$ cat config.mk
export PLATFORM = sky130hd
export DESIGN_NAME = bias_fetch_ctrl
export DESIGN_NICKNAME = d
export VERILOG_FILES = /design/src/rtl/bias_fetch_ctrl.sv
export SDC_FILE = /design/constraint.sdc
export NUM_CORES = 1
export LEC_CHECK = 0
export ABC_AREA = 1
export CAP_MARGIN = 10
export CORE_MARGIN = 2
export CORE_UTILIZATION = 55
export DETAILED_ROUTE_END_ITERATION = 10
export PLACE_DENSITY = 0.83
export SLEW_MARGIN = 40
export SYNTH_ARGS = -nofsm -noshare
export SYNTH_HDL_FRONTEND = slang
export SYNTH_SLANG_ARGS = --single-unit
export TNS_END_PERCENT = 1
$ cat constraint.sdc
create_clock -name clk -period 3.9 [get_ports clk]
set_clock_uncertainty 0.05 [all_clocks]
set_input_delay 0.585 -clock clk [delete_from_list [all_inputs] [get_ports clk]]
set_output_delay 0.585 -clock clk [all_outputs]
set_load 0.01 [all_outputs]
$ cat src/rtl/bias_fetch_ctrl.sv
// bias_fetch_ctrl: read-side controller for the packed bias SRAM.
// On an accepted start it reads packed words beginning at base_addr, unpacks
// BIAS_PER_ADDR signed lanes per word and streams one bias per beat, tagged with
// its channel index, over a valid/ready handshake.
//
// Ports:
//   clk, rst_n          clock, asynchronous active-low reset
//   start               1-cycle job request, accepted only in idle
//   base_addr, num_ch   job parameters, latched on an accepted start
//   busy, done          job in progress / 1-cycle end-of-job pulse
//   sram_csb            SRAM chip enable (active low), low only in the read cycle
//   sram_raddr          SRAM read address
//   sram_rdata          SRAM read data, valid the cycle after csb low
//   out_valid/out_ready bias beat handshake
//   out_bias, out_ch    current bias lane (raw two's complement) and its channel index
module bias_fetch_ctrl #(
  parameter int unsigned BIAS_PER_ADDR = 8,
  parameter int unsigned BW_PER_PARAM  = 8,
  parameter int unsigned ADDR_W        = 6,
  parameter int unsigned DEPTH         = 45,
  parameter int unsigned CH_W          = 9
) (
  input  logic                                  clk,
  input  logic                                  rst_n,
  input  logic                                  start,
  input  logic [ADDR_W-1:0]                     base_addr,
  input  logic [CH_W-1:0]                       num_ch,
  output logic                                  busy,
  output logic                                  done,
  output logic                                  sram_csb,
  output logic [ADDR_W-1:0]                     sram_raddr,
  input  logic [BIAS_PER_ADDR*BW_PER_PARAM-1:0] sram_rdata,
  output logic                                  out_valid,
  input  logic                                  out_ready,
  output logic [BW_PER_PARAM-1:0]               out_bias,
  output logic [CH_W-1:0]                       out_ch
);

  localparam int unsigned LaneW = (BIAS_PER_ADDR > 1) ? $clog2(BIAS_PER_ADDR) : 1;
  localparam int unsigned WordW = BIAS_PER_ADDR * BW_PER_PARAM;

  typedef enum logic [2:0] {StIdle, StRead, StWait, StStream, StDone} state_e;

  state_e             state_q, state_d;
  logic [ADDR_W-1:0]  addr_q, addr_d;
  logic [CH_W-1:0]    num_ch_q, num_ch_d;
  logic [CH_W-1:0]    ch_q, ch_d;
  logic [LaneW-1:0]   lane_q, lane_d;
  logic [WordW-1:0]   word_q, word_d;

  always_ff @(posedge clk or negedge rst_n) begin
    if (!rst_n) begin
      state_q  <= StIdle;
      addr_q   <= '0;
      num_ch_q <= '0;
      ch_q     <= '0;
      lane_q   <= '0;
      word_q   <= '0;
    end else begin
      state_q  <= state_d;
      addr_q   <= addr_d;
      num_ch_q <= num_ch_d;
      ch_q     <= ch_d;
      lane_q   <= lane_d;
      word_q   <= word_d;
    end
  end

  always_comb begin
    state_d  = state_q;
    addr_d   = addr_q;
    num_ch_d = num_ch_q;
    ch_d     = ch_q;
    lane_d   = lane_q;
    word_d   = word_q;
    unique case (state_q)
      StIdle: begin
        if (start) begin
          if (num_ch != '0) begin
            addr_d   = base_addr;
            num_ch_d = num_ch;
            ch_d     = '0;
            lane_d   = '0;
            state_d  = StRead;
          end else begin
            // Empty job: report completion without touching the SRAM.
            state_d = StDone;
          end
        end
      end
      StRead: state_d = StWait;
      StWait: begin
        word_d  = sram_rdata;
        state_d = StStream;
      end
      StStream: begin
        if (out_ready) begin
          if (ch_q == num_ch_q - CH_W'(1)) begin
            // Unused lanes of a partial last word are simply dropped.
            state_d = StDone;
          end else begin
            ch_d = ch_q + CH_W'(1);
            if (lane_q == LaneW'(BIAS_PER_ADDR - 1)) begin
              lane_d  = '0;
              addr_d  = (addr_q == ADDR_W'(DEPTH - 1)) ? '0 : addr_q + ADDR_W'(1);
              state_d = StRead;
            end else begin
              lane_d = lane_q + LaneW'(1);
            end
          end
        end
      end
      StDone: state_d = StIdle;
      default: state_d = StIdle;
    endcase
  end

  // All outputs are decoded from registered state so reset takes effect immediately.
  assign busy       = (state_q == StRead) || (state_q == StWait) || (state_q == StStream);
  assign done       = (state_q == StDone);
  assign sram_csb   = (state_q != StRead);
  assign sram_raddr = addr_q;
  assign out_valid  = (state_q == StStream);
  assign out_ch     = ch_q;

  always_comb begin
    out_bias = word_q[lane_q*BW_PER_PARAM +: BW_PER_PARAM];
  end

endmodule
## Word-level counts from Yosys, hierarchy flattened

Index checks and enable logic that the tools add are counted.

- Output and inout port bits: 27
- Input bits: 83
- Register bits after elaboration: 94

- Equality and inequality tests: 14
- Reductions and logical operators: 9
- Add/subtract/negate cells: 4
- Muxes and demuxes: 24
- Shift-type cells: 1

Operators by type and width:

| kind | count |
|---|---|
| $shiftx A64 B7 Y8 | 1 |
| $mux W6 | 6 |
| $mux W9 | 4 |
| $mux W3 | 10 |
| $pmux W9 S2 | 1 |
| $pmux W3 S4 | 1 |
| $pmux W6 S2 | 1 |
| $add A9 B1 Y9 const B | 1 |
| $eq A9 B9 Y1 | 1 |
| $reduce_bool A9 Y1 | 1 |
| $sub A9 B1 Y9 const B | 1 |
| $add A6 B1 Y6 const B | 1 |
| $eq A3 B2 Y1 const B | 2 |
| $eq A3 B3 Y1 const B | 2 |
| $eq A6 B6 Y1 const B | 1 |
| $ne A2 B2 Y1 const B | 3 |
| $ne A3 B1 Y1 const B | 2 |
| $pmux W3 S2 | 1 |
| $reduce_and A3 Y1 | 2 |
| $reduce_and A6 Y1 | 1 |
| $reduce_and A5 Y1 | 1 |
| $ne A2 B1 Y1 const B | 2 |
| $add A3 B1 Y3 const B | 1 |
| $eq A3 B1 Y1 const B | 1 |
| other kinds (3) | 4 |

## Longest topological paths before layout

- Word-level depth: 6
- Gate-level depth with buffers: 15
- Depth with buffers taken out: 15

## Worst setup path before layout

Ideal clock, no wire load.

- Path kind: register -> output
- From: register lane_q[1]
- To: output out_bias[1]
- Stages on the path, launching flop included: 8
- Arrival time: 1.419 ns
- Data required time: 3.265 ns
- Setup slack: 1.846 ns
- Cells stage by stage: dfrtp_1 -> clkbuf_1 -> inv_1 -> clkbuf_1 -> o21ai_0 -> o22ai_1 -> nor2_1 -> a31oi_1

- Longest elaborated chain between the ends: 1

RTL lines:

| item | line | RTL |
|---|---|---|
| start, declared | 48 | `logic [LaneW-1:0] lane_q, lane_d;` |
| start signal, assigned | 64 | `lane_q <= lane_d;` |
| $shiftx A64 B7 Y8 | 127 | `out_bias = word_q[lane_q*BW_PER_PARAM +: BW_PER_PARAM];` |
| end, declared | 35 | `output logic [BW_PER_PARAM-1:0] out_bias,` |

Every way passes these cells.

## Worst setup path in the final report

- From: register lane_q[1]
- To: output out_bias[4]

Same word-level chain as after synthesis.

==> impl_metrics.ini <==
[outcome]
outcome = finished clean

[critical_path]
cp-end-kind = output pin
slowest_delay_ns = 0.71
critical_path_required_ns = 3.26
crit_path_start = lane_q[1]$_DFFE_PN0P_
r2r_cells = 12
worstReg2RegEnd = sram_raddr[2]$_DFFE_PN0P_
slowest_stage = dfrtp_1
crit-reg2reg-launch = num_ch_q[0]$_DFFE_PN0P_
crit_chain = inv_1, nor2_1, o21ai_0, a31oi_1, clkdlybuf4s50_1
cp-start-kind = register
worst-setup-path-type = register to output pin
cp_max_fo = 19
cp_top_family = buffers and inverters
r2r_slack_ns = 1.50
critPathArrivalTime_ns = 2.60
crit_buf_inv = 2

[synthesis]
synth.top_cell.area_share = 0.4698
ys_seq_area_frac = 0.4698
synthTopCellsByArea = dfrtp_1, mux2_2, nand2_1, nor2_1, o21ai_0
syn_avg_cell_area_um2 = 9.121
yosysTopAreaCell = dfrtp_1
synth_edf_count = 0
ys_types = 34
synth_compound_area_frac = 0.09620
syn_inst = 549
netlist_area_mm2 = 0.005007
ys_async_sr_fraction = 1.000
synth_mux_area_frac = 0.1462
synth_fp_nets = 638
synth_top_family_by_area = simple AND/OR/NAND/NOR gates
synth-main-ff-cell = dfrtp_1
synth_xor_area_frac = 0.01924
ys_ff_latch = 94
yosys_warnings = 0
synthAdderAreaFrac = 0.01499
synth_simple_gate_area_frac = 0.1987

[grt]
grt_usage = 0.2594
antenna_found_initial = 0
gr-total-overflow = 0
grt_pass1_wl_um = 20180
grt_max_degree = 45
grt_pass1_vias = 4288

[routing]
drtIter0Drc = 269
drc = 0
drt-vias-per-instance = 5.626
wl_per_cell_um = 16.26
dr.pass1.iters = 6
totalWireLength_um = 12430
num_vias = 4298
ant_nets = 0

[timing]
max_freq_mhz = 309.1
fin_tns_setup_ns = 0
slew_viol_final = 0
slew_headroom = 0.4782
rsz0062_at_grt = no
fin_crit_ns = 3.235
hold_violations = 0
worst_pin_slew_ns = 0.7818
setup-violations-final = 0
fin_crit_sh = 0.8296

[power_and_ir_drop]
p_leak_nw = 2.799
fin_total_pwr_w = 0.004854
ir_drop_v = 0.0005405
p_per_area_mw_per_mm2 = 756.1

[clock_network]
h-tree-depth = 3
postCtsHoldBufs = 0
cts_setup_buffers = 0
worstSkewPairLatency_ns = 0.36
clock_path_buffers = 2
root_buffer = clkbuf_8
numClockSinks = 94
cts_tree = built
cts_inserted_buffers = 9
ctsResizeCount = 0
clkTransAtPathRegs_ns = 0.10

[floorplanning]
initial_core_util = 0.5714
core-area_mm2 = 0.008763
boundaryPins = 110
dieHeight_um = 99.42
die_area_mm2 = 0.009883
dieWidth_um = 99.42
rows = 34

[cells_and_area]
diodes = 0
layout_commonest_cell = clkdlybuf4s50_1
final_util = 0.7326
layout_common_cells = clkdlybuf4s50_1, dfrtp_1, nand2_1, nor2_1, mux2_2
fin_nets = 740
syn_to_final_growth_pct = 28.21
fin_area_mm2 = 0.006420
drive_gt1_frac = 0.1951

[run]
maxCapViolCount = 0

[place]
place_hpwl_um = 9295
io_buffers = 109
place_congestion = 0.8899
place_area_mm2 = 0.006166

[min_path]
holdCritPathClass = input port to asynchronous set/reset pin
per-stage QoR:
step / instances / hold slack, ns / setup slack (ns)
floorplan: 549 / 0.2394 / 1.846
global placement: 747 / 0.4330 / 1.204
detailed placement: 748 / 0.4405 / 1.114
CTS: 764 / 0.07487 / 0.6977
global route: 764 / 0.08256 / 0.4973
finish: 764 / 0.06874 / 0.6647
flip-flops by register name, indices dropped and copies added, names as in the netlist:
signal	cells
num_ch_q	9
out_ch	9
state_q	3
sram_raddr	6
lane_q	3
word_q	64
logic make-up after synthesis:
| family | count (synthesis) |
|---|---|
| mux | 65 |
| buf+inv | 65 |
| simple gates | 226 |
| flops | 94 |
| compound gates | 82 |
| xor+xnor | 11 |
| fa+ha+maj | 6 |
per-layer routing:
layer	GRT usage	vias up	wire, um
met5	0	-	0
met4	0.1191	0	571
met3	0.07098	54	836
met2	0.4589	189	6324
met1	0.2912	2029	4693
li1	-	2026	-
cell usage after synthesis (3+ instances only):
master,count
or2_2,3
o21ai_2,12
nand2_2,9
inv_1,35
nand4_1,5
o22ai_1,8
xor2_1,7
nand3_1,29
nor2_2,5
a31oi_1,8
ha_1,6
mux2_2,65
inv_2,6
dfrtp_1,94
buf_2,6
nand2_1,92
clkbuf_1,15
xnor2_1,4
o21ai_0,51
nor2_1,72
worst max path at each step:
stage / to / cells after the start
after global routing: out_bias[7] / 5
after floorplan: out_bias[1] / 7
after CTS: out_bias[0] / 5
after detailed placement: out_bias[1] / 6
after global placement: out_bias[7] / 6
final: out_bias[4] / 5
where the power goes:
| part | internal [W] | switching, W | total [W] |
|---|---|---|---|
| registers | 0.00142 | 0.000409 | 0.00183 |
| logic | 0.00108 | 0.00114 | 0.00223 |
| clock network | 0.000448 | 0.000350 | 0.000798 |
| total | 0.00295 | 0.00190 | 0.00485 |
final cells by class:
cell class                      count  area (um^2)
Multi-Input combinational cell    390         2382
Sequential cell                    94         2352
Fill cell                         638         2344
Timing Repair Buffer              114         1139
Inverter                           42        157.7
Clock buffer                       10        137.6
Tap cell                          108        135.1
Clock inverter                      6        116.4
Power figures use the tool's default switching activity.
